[src/rtl/pwm_pkg.sv]
// pwm_pkg: brightness level definitions shared by the PWM generator and capture.
package pwm_pkg;

    localparam int LEVEL_W    = 4;
    localparam int NUM_LEVELS = 5;

    // Thresholds sit at the midpoints between adjacent duty levels.
    localparam int DUTY_PCT   [NUM_LEVELS]   = '{5, 25, 50, 75, 100};
    localparam int THRESH_PCT [NUM_LEVELS-1] = '{15, 38, 63, 88};

    typedef enum logic [1:0] {ARM, MEAS, STUCK} cap_state_t;

endpackage

[src/rtl/pwm_capture_sync_rise.sv]
// sync_rise: multi-flop synchroniser for an asynchronous input plus rising-edge detect.
module sync_rise #(
    parameter int SYNC_STAGES = 2
) (
    input  logic clk,
    input  logic reset_n,
    input  logic i_d,
    output logic o_s,
    output logic o_rise
);

    logic [SYNC_STAGES-1:0] r_sync;
    logic                   r_prev;

    always_ff @(posedge clk) begin
        if (!reset_n) begin
            r_sync <= '0;
            r_prev <= 1'b0;
        end else begin
            r_sync <= {r_sync[SYNC_STAGES-2:0], i_d};
            r_prev <= o_s;
        end
    end

    assign o_s    = r_sync[SYNC_STAGES-1];
    assign o_rise = o_s & ~r_prev;

endmodule

[src/rtl/pwm_capture.sv]
// pwm_capture: measures period and high time of an external PWM input, quantises
// the duty cycle to the generator's 0..4 level scale and flags stuck inputs.
module pwm_capture
    import pwm_pkg::*;
#(
    parameter int CNT_W       = 24,
    parameter int TIMEOUT     = 2000000,
    parameter int SYNC_STAGES = 2
) (
    input  logic               clk,
    input  logic               reset_n,
    input  logic               pwm_in,
    output logic [CNT_W-1:0]   period_out,
    output logic [CNT_W-1:0]   high_out,
    output logic [LEVEL_W-1:0] level_out,
    output logic               stuck_hi,
    output logic               stuck_lo,
    output logic               valid
);

    localparam int              PW = CNT_W + 7;
    localparam logic [CNT_W-1:0] TO = CNT_W'(TIMEOUT);

    logic               w_s;
    logic               w_rise;
    logic               w_at_to;
    logic [PW-1:0]      w_d;
    logic [LEVEL_W-1:0] w_level;
    logic [CNT_W-1:0]   r_pcnt;
    logic [CNT_W-1:0]   r_hcnt;
    cap_state_t         r_state;

    sync_rise #(.SYNC_STAGES(SYNC_STAGES)) u_sync (
        .clk    (clk),
        .reset_n(reset_n),
        .i_d    (pwm_in),
        .o_s    (w_s),
        .o_rise (w_rise)
    );

    assign w_at_to = r_pcnt == TO;

    // Level = number of thresholds the duty cycle reaches; full-width products, no truncation.
    always_comb begin
        w_d     = PW'(r_hcnt) * PW'(100);
        w_level = '0;
        for (int i = 0; i < NUM_LEVELS - 1; i++)
            w_level = w_level + LEVEL_W'(w_d >= PW'(r_pcnt) * PW'(THRESH_PCT[i]));
    end

    always_ff @(posedge clk) begin
        if (!reset_n) begin
            r_state    <= ARM;
            r_pcnt     <= '0;
            r_hcnt     <= '0;
            period_out <= '0;
            high_out   <= '0;
            level_out  <= '0;
            stuck_hi   <= 1'b0;
            stuck_lo   <= 1'b0;
            valid      <= 1'b0;
        end else begin
            valid <= 1'b0;
            if (w_rise) begin
                r_pcnt  <= CNT_W'(1);
                r_hcnt  <= CNT_W'(1);
                r_state <= MEAS;
                if (r_state == MEAS) begin
                    period_out <= r_pcnt;
                    high_out   <= r_hcnt;
                    level_out  <= w_level;
                    stuck_hi   <= 1'b0;
                    stuck_lo   <= 1'b0;
                    valid      <= 1'b1;
                end
            end else if (!w_at_to) begin
                r_pcnt <= r_pcnt + CNT_W'(1);
                r_hcnt <= r_hcnt + CNT_W'(w_s);
            end else if (r_state != STUCK) begin
                // pcnt stays parked at TIMEOUT, so STUCK reports exactly once.
                r_state    <= STUCK;
                period_out <= '0;
                high_out   <= '0;
                level_out  <= w_s ? LEVEL_W'(4) : '0;
                stuck_hi   <= w_s;
                stuck_lo   <= ~w_s;
                valid      <= 1'b1;
            end
        end
    end

endmodule
[config.mk]
export PLATFORM = sky130hd
export DESIGN_NAME = pwm_capture
export DESIGN_NICKNAME = d
export VERILOG_FILES = /design/src/rtl/pwm_pkg.sv /design/src/rtl/pwm_capture_sync_rise.sv /design/src/rtl/pwm_capture.sv
export SDC_FILE = /design/constraint.sdc
export NUM_CORES = 1
export LEC_CHECK = 0
export BUFFER_PORTS_ARGS = -buffer_cell sky130_fd_sc_hd__buf_4
export CAP_MARGIN = 20
export CORE_ASPECT_RATIO = 1.2
export CORE_MARGIN = 4
export CORE_UTILIZATION = 42
export DETAILED_ROUTE_END_ITERATION = 16
export GPL_ROUTABILITY_DRIVEN = 0
export PLACE_DENSITY = 0.67
export RECOVER_POWER = 100
export SLEW_MARGIN = 30
export SYNTH_ARGS = -nofsm -noshare
export SYNTH_HDL_FRONTEND = slang
export SYNTH_SLANG_ARGS = --single-unit
[constraint.sdc]
create_clock -name clk -period 15.1 [get_ports clk]
set_input_delay 0 -clock clk [delete_from_list [all_inputs] [get_ports clk]]
set_output_delay 0 -clock clk [all_outputs]
set_load 0.005 [all_outputs]
# Word-level counts from Yosys, hierarchy flattened
# Index checks and enable logic that the tools add are counted.
[totals]
ff_bits = 108
[classes]
add_sub_neg = 5
multipliers = 5
magnitude_cmp = 4
eq_ne = 5
n_mux = 29
n_bitwise = 4
n_reduce_logical = 6
[op_table]
columns = ["operator", "count"]
rows = [
  ["two-way mux 24 bit", 6],
  [">= comparator 31 x 30 -> 1 bit", 2],
  ["multiplier 24 x 5 -> 29 bit, second input constant", 2],
  ["multiplier 24 x 4 -> 28 bit, second input constant", 2],
  [">= comparator 31 x 28 -> 1 bit", 1],
  [">= comparator 31 bit", 1],
  ["multiplier 24 x 6 -> 30 bit, second input constant", 1],
  ["adder 24 x 1 -> 24 bit", 1],
  ["adder 24 x 1 -> 24 bit, second input constant", 1],
  ["== test 24 x 21 -> 1 bit, second input constant", 1],
  ["two-way mux 1 bit", 18],
  ["two-way mux 4 bit", 4],
  ["adder 3 x 1 -> 4 bit", 1],
  ["inequality test 2 bit, second input constant", 2],
  ["AND reduction 2 bit", 2],
  ["nonzero test 2 bit", 2],
  ["adder 2 x 1 -> 3 bit", 1],
  ["two-way mux 3 bit", 1],
  ["inverter 1 bit", 3],
  ["AND reduction 3 bit", 1],
  ["adder 1 x 1 -> 2 bit", 1],
  ["== test 2 x 1 -> 1 bit, second input constant", 1],
  ["inequality test 2 x 1 -> 1 bit, second input constant", 1],
  ["OR reduction 2 bit", 1],
  ["AND 1 bit", 1],
]

# Logic depth before layout (Yosys ltp)
# Gate-level depths: netlist (run 1).
[logic_depth]
depth_word = 7
mapped_depth = 30
mapped_depth_nobuf = 30

# Modules after synthesis
# From an unflattened synthesis (run 1), not the netlist that was laid out.
[hier_totals]
hier_cells = 2079
hier_area_um2 = 18002.3
[modules_own_cells]
columns = ["module", "instances", "cells_per_inst", "area_each_um2", "seq_area_each_um2"]
rows = [
  ["pwm_capture", 1, 2072, 17909.7, 2082.0],
  ["sync_rise", 1, 7, 92.6, 60.1],
]

# Worst setup path after synthesis (run 1)
# Ideal clock, no wire load.
[synth_timing]
path_kind = "register to register"
startpoint = "reg r_pcnt[4]"
endpoint = "reg level_out[2]"
setup_time_ps = 115
arrival_time_ps = 6610
t_required_ps = 14985
slack_ps = 8375
path_stages_with_launch = 30
path_buffers = 0
synth_period_minus_slack_ps = 6725
path_cell_list = "dfxtp_1 -> inv_1 -> fa_1 -> inv_1 -> fa_1 -> inv_1 -> fa_1 -> inv_1 -> ha_1 -> a21o_1 -> o311ai_0 -> a31oi_1 -> o21ai_0 -> a21oi_1 -> a21oi_1 -> o21ai_0 -> xnor2_1 -> ha_1 -> a21o_1 -> a21o_1 -> a21oi_1 -> o21ai_0 -> a211oi_1 -> a21oi_1 -> or3_1 -> ha_1 -> ha_1 -> o21ai_0 -> o21ai_0 -> and2_1"
[synth_via]
elab_chain_len = 7
word_cells_on_any_way = 16
[synth_lines]
columns = ["item", "line", "rtl"]
rows = [
  ["from (decl)", "pwm_capture.sv:29", "logic [CNT_W-1:0] r_pcnt;"],
  ["from (signal assigned)", "pwm_capture.sv:77", "r_pcnt <= r_pcnt + CNT_W'(1);"],
  ["multiplier 24 x 4 -> 28 bit / multiplier 24 x 5 -> 29 bit (equally long branches)", "pwm_capture.sv:48", "w_level = w_level + LEVEL_W'(w_d >= PW'(r_pcnt) * PW'(THRESH_PCT[i]));"],
  [">= comparator 31 x 28 -> 1 bit / >= comparator 31 x 30 -> 1 bit (equally long branches)", "pwm_capture.sv:48", ""],
  ["adder 1 x 1 -> 2 bit", "pwm_capture.sv:48", ""],
  ["adder 2 x 1 -> 3 bit", "pwm_capture.sv:48", ""],
  ["adder 3 x 1 -> 4 bit", "pwm_capture.sv:48", ""],
  ["two-way mux 4 bit", "pwm_capture.sv:68", "if (r_state == MEAS) begin"],
  ["two-way mux 4 bit", "pwm_capture.sv:64", "if (w_rise) begin"],
  ["to (signal assigned)", "pwm_capture.sv:71", "level_out <= w_level;"],
  ["to (signal assigned)", "pwm_capture.sv:84", "level_out <= w_s ? LEVEL_W'(4) : '0;"],
  ["to (decl)", "pwm_capture.sv:15", "output logic [LEVEL_W-1:0] level_out,"],
]
# Several ways; a longest one is shown, not always the timed one. The select of a mux whose other input is x is not followed.
# A chain may end at the register's enable or synchronous reset.

# Worst setup path in the final report (run 1)
# Same ends and word-level chain as after synthesis.

==> summary.md, run 1 <==
| Metric | Value |
|---|---|
| Outcome | `finished, violations left` |
| Failing checks | `capacitance limit, slew limit` |
| Synthesized Nets | `2547` |
| TNS Setup | `0 ns` |
| Mapped Area | `17700 um^2` |
| Most frequent CP cell | `o21ai_0` |
| Die height | `233 um` |
| Minimum clock period | `7.75 ns` |
| GR peak layer | `met2` |
| Met3 Use GR | `2.20%` |
| Fin crit share | `51.3%` |
| Fin cells | `2619` |
| Cts hold-fix bufs | `3` |
| DR WL/cell | `16.6 um` |
| Vias per std cell | `5.40` |
| First-pass DRT Iterations | `5` |
| Worst relative slew slack | `-112%` |
| Post-synthesis cell type with the largest combined area | `ha_1` |
| Seq/Total Area, Yosys | `12.1%` |
| Ys Warns | `0` |
| Biggest cell delay along the critical path | `0.70 ns` |
| Total die area | `45400 um^2` |
| Clock sink total | `107` |
| Worst Setup End Kind | `register` |
| Clk root buf | `clkbuf_16` |
| Async SR Flop Fraction | `0%` |
| Leak | `10.3 nW` |
| CTS resizes | `0` |
| Worst-Margin Slew | `3.18 ns` |
| Power per cell area | `34.1 nW/um^2` |
| Largest net degree at the start of global routing | `51` |
| Most instantiated cells after synthesis | `ha_1 (379), inv_1 (369), fa_1 (151)` |
| Post-route ant nets | `0` |
| Synth area leaders | `ha_1 (27%), fa_1 (17%), dfxtp_1 (12%)` |
| Syn Area/Cell | `8.77 um^2` |
| Primary FF master, synth | `dfxtp_1` |
| Crit Path Class | `register to register` |
| Initial Util | `42.4%` |
| H-Tree Depth | `3` |
| Area share of the largest cell type after synthesis | `26.8%` |
| Nets | `2601` |
| Die X-Extent | `195 um` |
| Clock Tree Buf Depth | `2` |
| Clock latency on the worst-skew pair | `0.39 ns` |
| DR vias | `14137` |
| Worst Setup Start Kind | `register` |
| Unrepaired setup endpoints after global routing | `no` |
| Slowest CP cell | `dfxtp_1` |
| Worst Skew | `0.0167 ns` |
| Synth-to-layout area growth | `7.71%` |
| IO Port Bufs | `56` |
| Hold WC Path Type | `register to register` |
| Grt ovf | `0` |
| Register Area | `2140 um^2` |
| # DRC | `0` |
| Share of cells above drive strength 1 | `4.20%` |
| Worst path required time | `15.37 ns` |
| Sw frac | `31.1%` |
| Placement row count | `82` |
| Clock power frac | `37.5%` |
| M2 GR Usage | `36.0%` |
| N_diodes | `0` |
| Combinational fraction of design power | `18.1%` |
| Clock-pin transition on the worst setup and hold timing paths | `0.08 ns` |
| Internal | `448 uW` |
| First-pass GRT wire length | `71.5 mm` |
| Total wire length | `43.4 mm` |
| Number of post-CTS setup repair buffers | `0` |
| Area of the multi-input gates | `14100 um^2` |
| DP HPWL | `36.7 mm` |
| Max-cap viol count | `1` |
| EDFF count, synth | `0` |
| Layout Utilization | `45.7%` |
| M1 GR Usage | `22.0%` |
| Count leader, synth | `ha_1` |
| Fmax | `0.129 GHz` |
| CTS buffer count | `9` |
| Netlist cell types | `69` |
| Max-slew violation count | `51` |
| Switching power | `202 uW` |
| #FFs+latches synth | `107` |
| Core area | `41700 um^2` |
| Synth Instances | `2014` |
| Top Ports | `58` |
| Cells after DPL | `2600` |
| Flop pwr share | `44.4%` |
| Worst ir drop on vdd | `0.0000532 V` |
| Iter 0 DRT Violations | `574` |
| Crit path max fanout | `12` |
| Fillers | `4012` |
| Vias in the first global route | `14237` |
| Final hold vios | `0` |
| GR Util All Layers | `19.2%` |
| Initial antenna violation count | `0` |
| Finish-stage setup viols | `0` |
| Crit path DAT | `8.02 ns` |
| CTS tree | `yes` |
[layer usage]
layer	vias to the layer above	share of wire [%]	wire length [um]
met5	-	0	0
met3	91	3.0	1300
met1	6827	41	17700
li1	6956	-	-
met4	0	4.5	1970
met2	263	52	22400
[state kept, by name, summed over array words and instances (netlist names)]
signal	flops
high_out	24
stuck_lo	1
r_state	2
valid	1
u_sync.r_sync	2
period_out	24
u_sync.r_prev	1
r_pcnt	24
level_out	3
r_hcnt	24
stuck_hi	1
[area by class of cell]
type	instances	area share, %
clock buffer	10	1.20
clock inverter	6	0.322
inverter	369	7.28
multi-input combinational	1515	73.9
sequential	107	11.3
tap	546	3.59
timing repair buffer	66	2.49
[path summary, 6_finish.rpt]
check / start / end / slack (ns) / cells after the start
hold / removal: u_sync.r_sync[0] / u_sync.r_sync[1] / 0.44 / 1
setup / recovery: r_pcnt[4] / level_out[2] / 7.35 / 29
setup reg to reg: r_pcnt[4] / level_out[2] / 7.35 / 29
hold reg to reg: u_sync.r_sync[0] / u_sync.r_sync[1] / 0.44 / 1
[cell families after synthesis]
family,synth area share (%)
adders and majority gates,44.0
AOI/OAI and AO/OA,17.3
buffers and inverters,8.35
and+or+nand+nor,10.4
xor gates and xnor gates,7.73
DFF,12.1
muxes,0.113
other,0.0212
[metrics by stage]
step / power (mW) / setup slack, ns / hold slack [ns] / area [um^2]
after floorplan: 0.375 / 8.38 / 0.127 / 17700
after global placement: 0.408 / 7.52 / 0.215 / 18700
after detailed placement: 0.412 / 7.43 / 0.220 / 18700
after CTS: 0.659 / 7.37 / 0.451 / 19100
after global routing: 0.685 / 6.75 / 0.470 / 19000
final: 0.650 / 7.35 / 0.444 / 19000
[layout by cell type (no fill, tap or decap), drive strengths merged, types with 20 or more instances in the layout]
cell and instances:
a21o 69, nand3 35, clkbuf 66, nand4 24
nand2 78, ha 379, o21a 20, dfxtp 107
fa 151, o21ai 68, a21oi 130, xnor2 94
a22o 50, inv 371, nand2b 20, nor2 118
nor2b 21, xor2 62
[critical path, delay by kind of cell, from the launching register on]
family | cells | cell delay [ns]
AO/OA/AOI/OAI | 15 | 3.13
XOR/XNOR | 1 | 0.15
adder cells (fa/ha/maj) | 7 | 2.65
buffers and inverters | 4 | 0.49
flip-flops | 1 | 0.70
AND/OR/NAND/NOR | 2 | 0.49
[power by group through the flow]
stage               logic, mW  registers, mW  clock network [mW]
finish                  0.118          0.288               0.244
global route            0.134          0.289               0.262
CTS                     0.118          0.288               0.253
detailed placement      0.116          0.295                   0
global placement        0.113          0.295                   0
floorplan              0.0826          0.292                   0
Power figures use the tool's default switching activity.
==> inputs of run 2 (changes only) <==
- clock period: 15.1 -> 7.35 ns (I/O delays scaled with it)
==> summary.md, run 2 (same netlist as run 1, synthesis figures left out) <==
| Metric | Value |
|---|---|
| Layout Utilization | `46.3%` |
| Worst ir drop on vdd | `0.0000982 V` |
| Clock sink total | `107` |
| Worst relative slew slack | `-89.9%` |
| R2r startpoint | `r_pcnt[1]` |
| Die height | `233 um` |
| Flop pwr share | `43.7%` |
| Largest net degree at the start of global routing | `51` |
| Fillers | `4021` |
| Iter 0 DRT Violations | `671` |
| Worst Setup Start Kind | `register` |
| Reg2Reg Capture Point | `level_out[2]` |
| Worst Reg-to-Reg Cells | `27` |
| Clock power frac | `36.7%` |
| Post-route ant nets | `0` |
| Vias in the first global route | `14282` |
| H-Tree Depth | `3` |
| Failing checks | `capacitance limit, slew limit` |
| First-pass GRT wire length | `73.7 mm` |
| Worst-Margin Slew | `2.85 ns` |
| Switching power | `418 uW` |
| IO Port Bufs | `56` |
| Vias per std cell | `5.39` |
| CTS tree | `yes` |
| Crit path DAT | `7.38 ns` |
| TNS Setup | `0 ns` |
| Nets | `2637` |
| Met3 Use GR | `2.32%` |
| DP HPWL | `38.8 mm` |
| Outcome | `finished, violations left` |
| Leak | `10.5 nW` |
| Combinational fraction of design power | `19.6%` |
| M2 GR Usage | `36.4%` |
| Core area | `41700 um^2` |
| Top Ports | `58` |
| Critical path endpoint | `level_out[2]` |
| Die X-Extent | `195 um` |
| Sw frac | `31.1%` |
| Unrepaired setup endpoints after global routing | `no` |
| N_diodes | `0` |
| R2r setup slk | `0.26 ns` |
| Share of cells above drive strength 1 | `5.88%` |
| Clock latency on the worst-skew pair | `0.40 ns` |
| Final worst slack | `0.259 ns` |
| Fmax | `0.141 GHz` |
| Total wire length | `45.6 mm` |
| Most frequent cells in the layout | `ha_1 (379), inv_1 (369), fa_1 (151)` |
| Worst path required time | `7.64 ns` |
| # DRC | `0` |
| Power per cell area | `69.6 nW/um^2` |
| Max-slew violation count | `51` |
| Number of post-CTS setup repair buffers | `0` |
| Synth-to-layout area growth | `9.19%` |
| Placed cell area | `19000 um^2` |
| Most common cell after layout, fill and taps aside | `ha_1` |
| Clock-pin transition on the worst setup and hold timing paths | `0.09 ns` |
| Grt ovf | `0` |
| Hold WC Path Type | `register to register` |
| DR vias | `14301` |
| M1 GR Usage | `23.1%` |
| Internal | `925 uW` |
| Total die area | `45400 um^2` |
| DR WL/cell | `17.2 um` |
| Clk root buf | `clkbuf_16` |
| Worst Setup End Kind | `register` |
| Fin crit share | `96.5%` |
| Minimum clock period | `7.09 ns` |
| Place WS | `0.363 ns` |
| Clock Tree Buf Depth | `2` |
| CP startpoint | `r_pcnt[1]` |
| Finish-stage setup viols | `0` |
| Crit path max fanout | `6` |
| Worst Skew | `0.0188 ns` |
| GR Util All Layers | `20.1%` |
| Hold_ws | `0.447 ns` |
| GR peak layer | `met2` |
| Placement row count | `82` |
| Initial Util | `42.4%` |
| Initial antenna violation count | `0` |
| Final hold vios | `0` |
| Final Cell Area | `19300 um^2` |
| Crit Path Class | `register to register` |
| Max-cap viol count | `1` |
| First-pass DRT Iterations | `6` |
| CTS buffer count | `9` |
==> run 2: worst min path at each step <==
stage,startpoint,cells past startpoint,endpoint,slack (ns)
floorplan,pwm_in,1,u_sync.r_sync[0],0.13
global placement,pwm_in,2,u_sync.r_sync[0],0.23
detailed placement,pwm_in,2,u_sync.r_sync[0],0.22
CTS,u_sync.r_sync[0],1,u_sync.r_sync[1],0.46
global route,u_sync.r_sync[0],1,u_sync.r_sync[1],0.48
finish,u_sync.r_sync[0],1,u_sync.r_sync[1],0.45
==> run 2: metal layers <==
layer | routed length, um | part of all wire [%]
met4 | 2540 | 5.6
met3 | 1450 | 3.2
met5 | 0 | 0
met2 | 23200 | 51
met1 | 18400 | 40
==> run 2: worst max-delay path: stages, from the launching register on <==
cell      delay [ns]
dfxtp_1         0.37
buf_4           0.20
fa_1            0.51
fa_1            0.47
ha_1            0.35
nor2b_1         0.16
o31a_1          0.30
o31ai_1         0.40
nand2_1         0.14
and2_1          0.20
a21o_1          0.17
a21o_1          0.18
a21oi_1         0.17
xor2_1          0.20
ha_1            0.27
nor2b_1         0.14
o21ai_0         0.15
nand2b_1        0.08
a211oi_1        0.23
o21ai_0         0.17
a221o_1         0.33
or4_1           0.44
fa_1            0.55
ha_1            0.23
ha_1            0.18
o21ai_0         0.13
o21ai_0         0.09
and2_0          0.19
==> run 2: layout make-up <==
class	instances	area [um^2]	share of cell area, %
clock inverter	6	57.6	0.298
inverter	369	1390	7.18
timing repair buffer	102	743	3.85
multi-input combinational	1515	14100	72.9
tap	546	683	3.54
sequential	107	2140	11.1
clock buffer	9	225	1.17
==> run 2: timing repair <==
action,in CTS,in global routing
setup endpoints to repair,0,1
hold endpoints to repair,10,0
hold buffers,3,0
resized for setup,0,3
==> run 2: power by group through the flow <==
stage          clock (mW)  sequential, mW  combinational, mW
6_report            0.493           0.586              0.263
5_1_grt             0.531           0.587              0.293
4_1_cts             0.515           0.586              0.265
3_5_place_dp            0           0.600              0.263
3_3_place_gp            0           0.600              0.257
2_1_floorplan           0           0.601              0.170
==> run 2: metrics by stage <==
step | instances | power, mW
floorplan | 2014 | 0.771
global placement | 2636 | 0.857
detailed placement | 2636 | 0.863
CTS | 2654 | 1.37
global route | 2654 | 1.41
finish | 2654 | 1.34
==> inputs of run 3 (changes only) <==
- GPL_TIMING_DRIVEN: default -> 0
- SYNTH_HIERARCHICAL: default -> 1
==> summary.md, run 3 <==
| Metric | Value |
|---|---|
| Clock latency on the worst-skew pair | `0.39 ns` |
| Post-route ant nets | `0` |
| Core area | `42100 um^2` |
| Layout Utilization | `47.9%` |
| Synthesized Nets | `2612` |
| Synth Instances | `2079` |
| Worst Setup End Kind | `register` |
| IO Port Bufs | `56` |
| Primary FF master, synth | `dfxtp_1` |
| DP HPWL | `37.2 mm` |
| Crit path DAT | `7.40 ns` |
| EDFF count, synth | `0` |
| Total wire length | `44.8 mm` |
| Iter 0 DRT Violations | `754` |
| Ys Warns | `6` |
| #FFs+latches synth | `107` |
| Crit path max fanout | `11` |
| Total die area | `46300 um^2` |
| Minimum clock period | `7.11 ns` |
| Placement row count | `82` |
| Power per cell area | `67.7 nW/um^2` |
| Mapped Area | `18000 um^2` |
| Vias per std cell | `5.38` |
| GR Util All Layers | `19.0%` |
| Crit Path Class | `register to register` |
| DR WL/cell | `16.3 um` |
| Async SR Flop Fraction | `0%` |
| Finish-stage setup viols | `0` |
| Share of cells above drive strength 1 | `9.14%` |
| Fin crit share | `96.8%` |
| First-pass DRT Iterations | `5` |
| Largest net degree at the start of global routing | `22` |
| Area share of the largest cell type after synthesis | `26.3%` |
| Worst ir drop on vdd | `0.0000869 V` |
| Clock sink total | `107` |
| Outcome | `complete, no violations` |
| Syn Area/Cell | `8.66 um^2` |
| Seq/Total Area, Yosys | `11.9%` |
| Clock Tree Buf Depth | `2` |
| Synth-to-layout area growth | `11.9%` |
| Synth area leaders | `ha_1 (26%), fa_1 (17%), dfxtp_1 (12%)` |
| # DRC | `0` |
| Most common cell after layout, fill and taps aside | `ha_1` |
| Worst relative slew slack | `41.1%` |
| Die X-Extent | `197 um` |
| Final hold vios | `0` |
| Nets | `2728` |
| Vias in the first global route | `14434` |
| Max-slew violation count | `0` |
| Max-cap viol count | `0` |
| Worst-Margin Slew | `0.883 ns` |
| Most frequent cells in the layout | `ha_1 (378), inv_1 (374), fa_1 (143)` |
| Initial antenna violation count | `1` |
| N_diodes | `0` |
| First-pass GRT wire length | `71.9 mm` |
| Worst Setup Start Kind | `register` |
| Clk root buf | `clkbuf_16` |
| Initial Util | `42.8%` |
| Die height | `235 um` |
| CTS buffer count | `9` |
| Netlist cell types | `66` |
| Fmax | `0.141 GHz` |
| TNS Setup | `0 ns` |
| Worst path required time | `7.63 ns` |
| Top Ports | `58` |
| Post-synthesis cell type with the largest combined area | `ha_1` |
| DR vias | `14787` |
| Count leader, synth | `inv_1` |
| Hold WC Path Type | `register to register` |
| Grt ovf | `0` |
| Most instantiated cells after synthesis | `inv_1 (382), ha_1 (379), fa_1 (151)` |
| Leak | `10.7 nW` |
| Power Total | `1.36 mW` |
| Worst Skew | `0.0224 ns` |
| Clock-pin transition on the worst setup and hold timing paths | `0.08 ns` |
| CTS tree | `yes` |
| H-Tree Depth | `3` |
run 3: critical path, cell delays in order, from the launching register on:
cell and delay, ns:
dfxtp_4 0.47, fa_2 0.52, fa_1 0.48, ha_1 0.35, nor2b_1 0.16, o31a_1 0.29
o31ai_2 0.31, a21oi_2 0.13, o31ai_2 0.31, a21o_1 0.22, o211ai_1 0.12, a21oi_1 0.18
xor2_1 0.20, ha_1 0.27, a21o_1 0.21, a2111oi_4 0.40, o21ai_0 0.17, a21oi_2 0.21
o21bai_1 0.10, or4_1 0.43, fa_1 0.57, ha_1 0.23, ha_1 0.25, a21oi_1 0.17
nor2_1 0.06, a21oi_1 0.13, nor2b_1 0.05
run 3: worst paths after layout:
kind	cells past startpoint	start	end	slack, ns
min reg2reg	1	u_sync/r_sync[0]	u_sync/r_sync[1]	0.44
max	26	r_pcnt[2]	level_out[2]	0.24
min	1	u_sync/r_sync[0]	u_sync/r_sync[1]	0.44
max reg2reg	26	r_pcnt[2]	level_out[2]	0.24
run 3: layout make-up:
type	count	area, um^2
fill	3989	21900
clock buffer	9	225
tap	546	683
clock inverter	7	77.6
multi-input combinational	1567	14600
sequential	107	2220
inverter	382	1460
timing repair buffer	105	772
buffer	23	90.1
run 3: through the flow:
| step | std cells | setup slack (ns) | instance area (um^2) | hold slack (ns) |
|---|---|---|---|---|
| final | 2746 | 0.238 | 20100 | 0.443 |
| after global routing | 2746 | -0.0426 | 20100 | 0.460 |
| after CTS | 2706 | 0.0191 | 19600 | 0.446 |
| after detailed placement | 2681 | -1.12 | 19100 | 0.211 |
| after global placement | 2681 | -1.09 | 19100 | 0.222 |
| after floorplan | 2079 | 0.811 | 18000 | 0.117 |
run 3: layer usage:
layer / global-route usage [%] / part of all wire (%) / up-vias
li1: - / - / 7302
met1: 22.8 / 42 / 7129
met2: 33.8 / 50 / 255
met3: 1.89 / 2.7 / 101
met4: 9.46 / 5.1 / 0
met5: 0 / 0 / -
run 3: cells by family after synthesis:
family                   Yosys count  share of synthesized area [%]
adder cells (fa/ha/maj)          530                           43.1
AO/OA/AOI/OAI                    459                           17.3
AND/OR/NAND/NOR                  419                           11.5
buffers and inverters            405                           8.47
XOR/XNOR                         154                           7.49
flip-flops                       107                           11.9
multiplexers                       4                          0.229
other                              1                         0.0208
run 3: report_power, final:
group          switching [mW]  leakage, nW  internal, mW
Clock                   0.271        0.150         0.243
Combinational           0.156         9.63         0.110
Sequential            0.00975        0.881         0.576
run 3: timing repair:
item | 4_1_cts | 5_1_grt
gates resized for setup | 49 | 62
pin swaps | 1 | 21
hold endpoints to repair | 10 | 0
hold buffers | 3 | 0
setup buffers | 6 | 40
endpoints found under the setup margin | 3 | 3
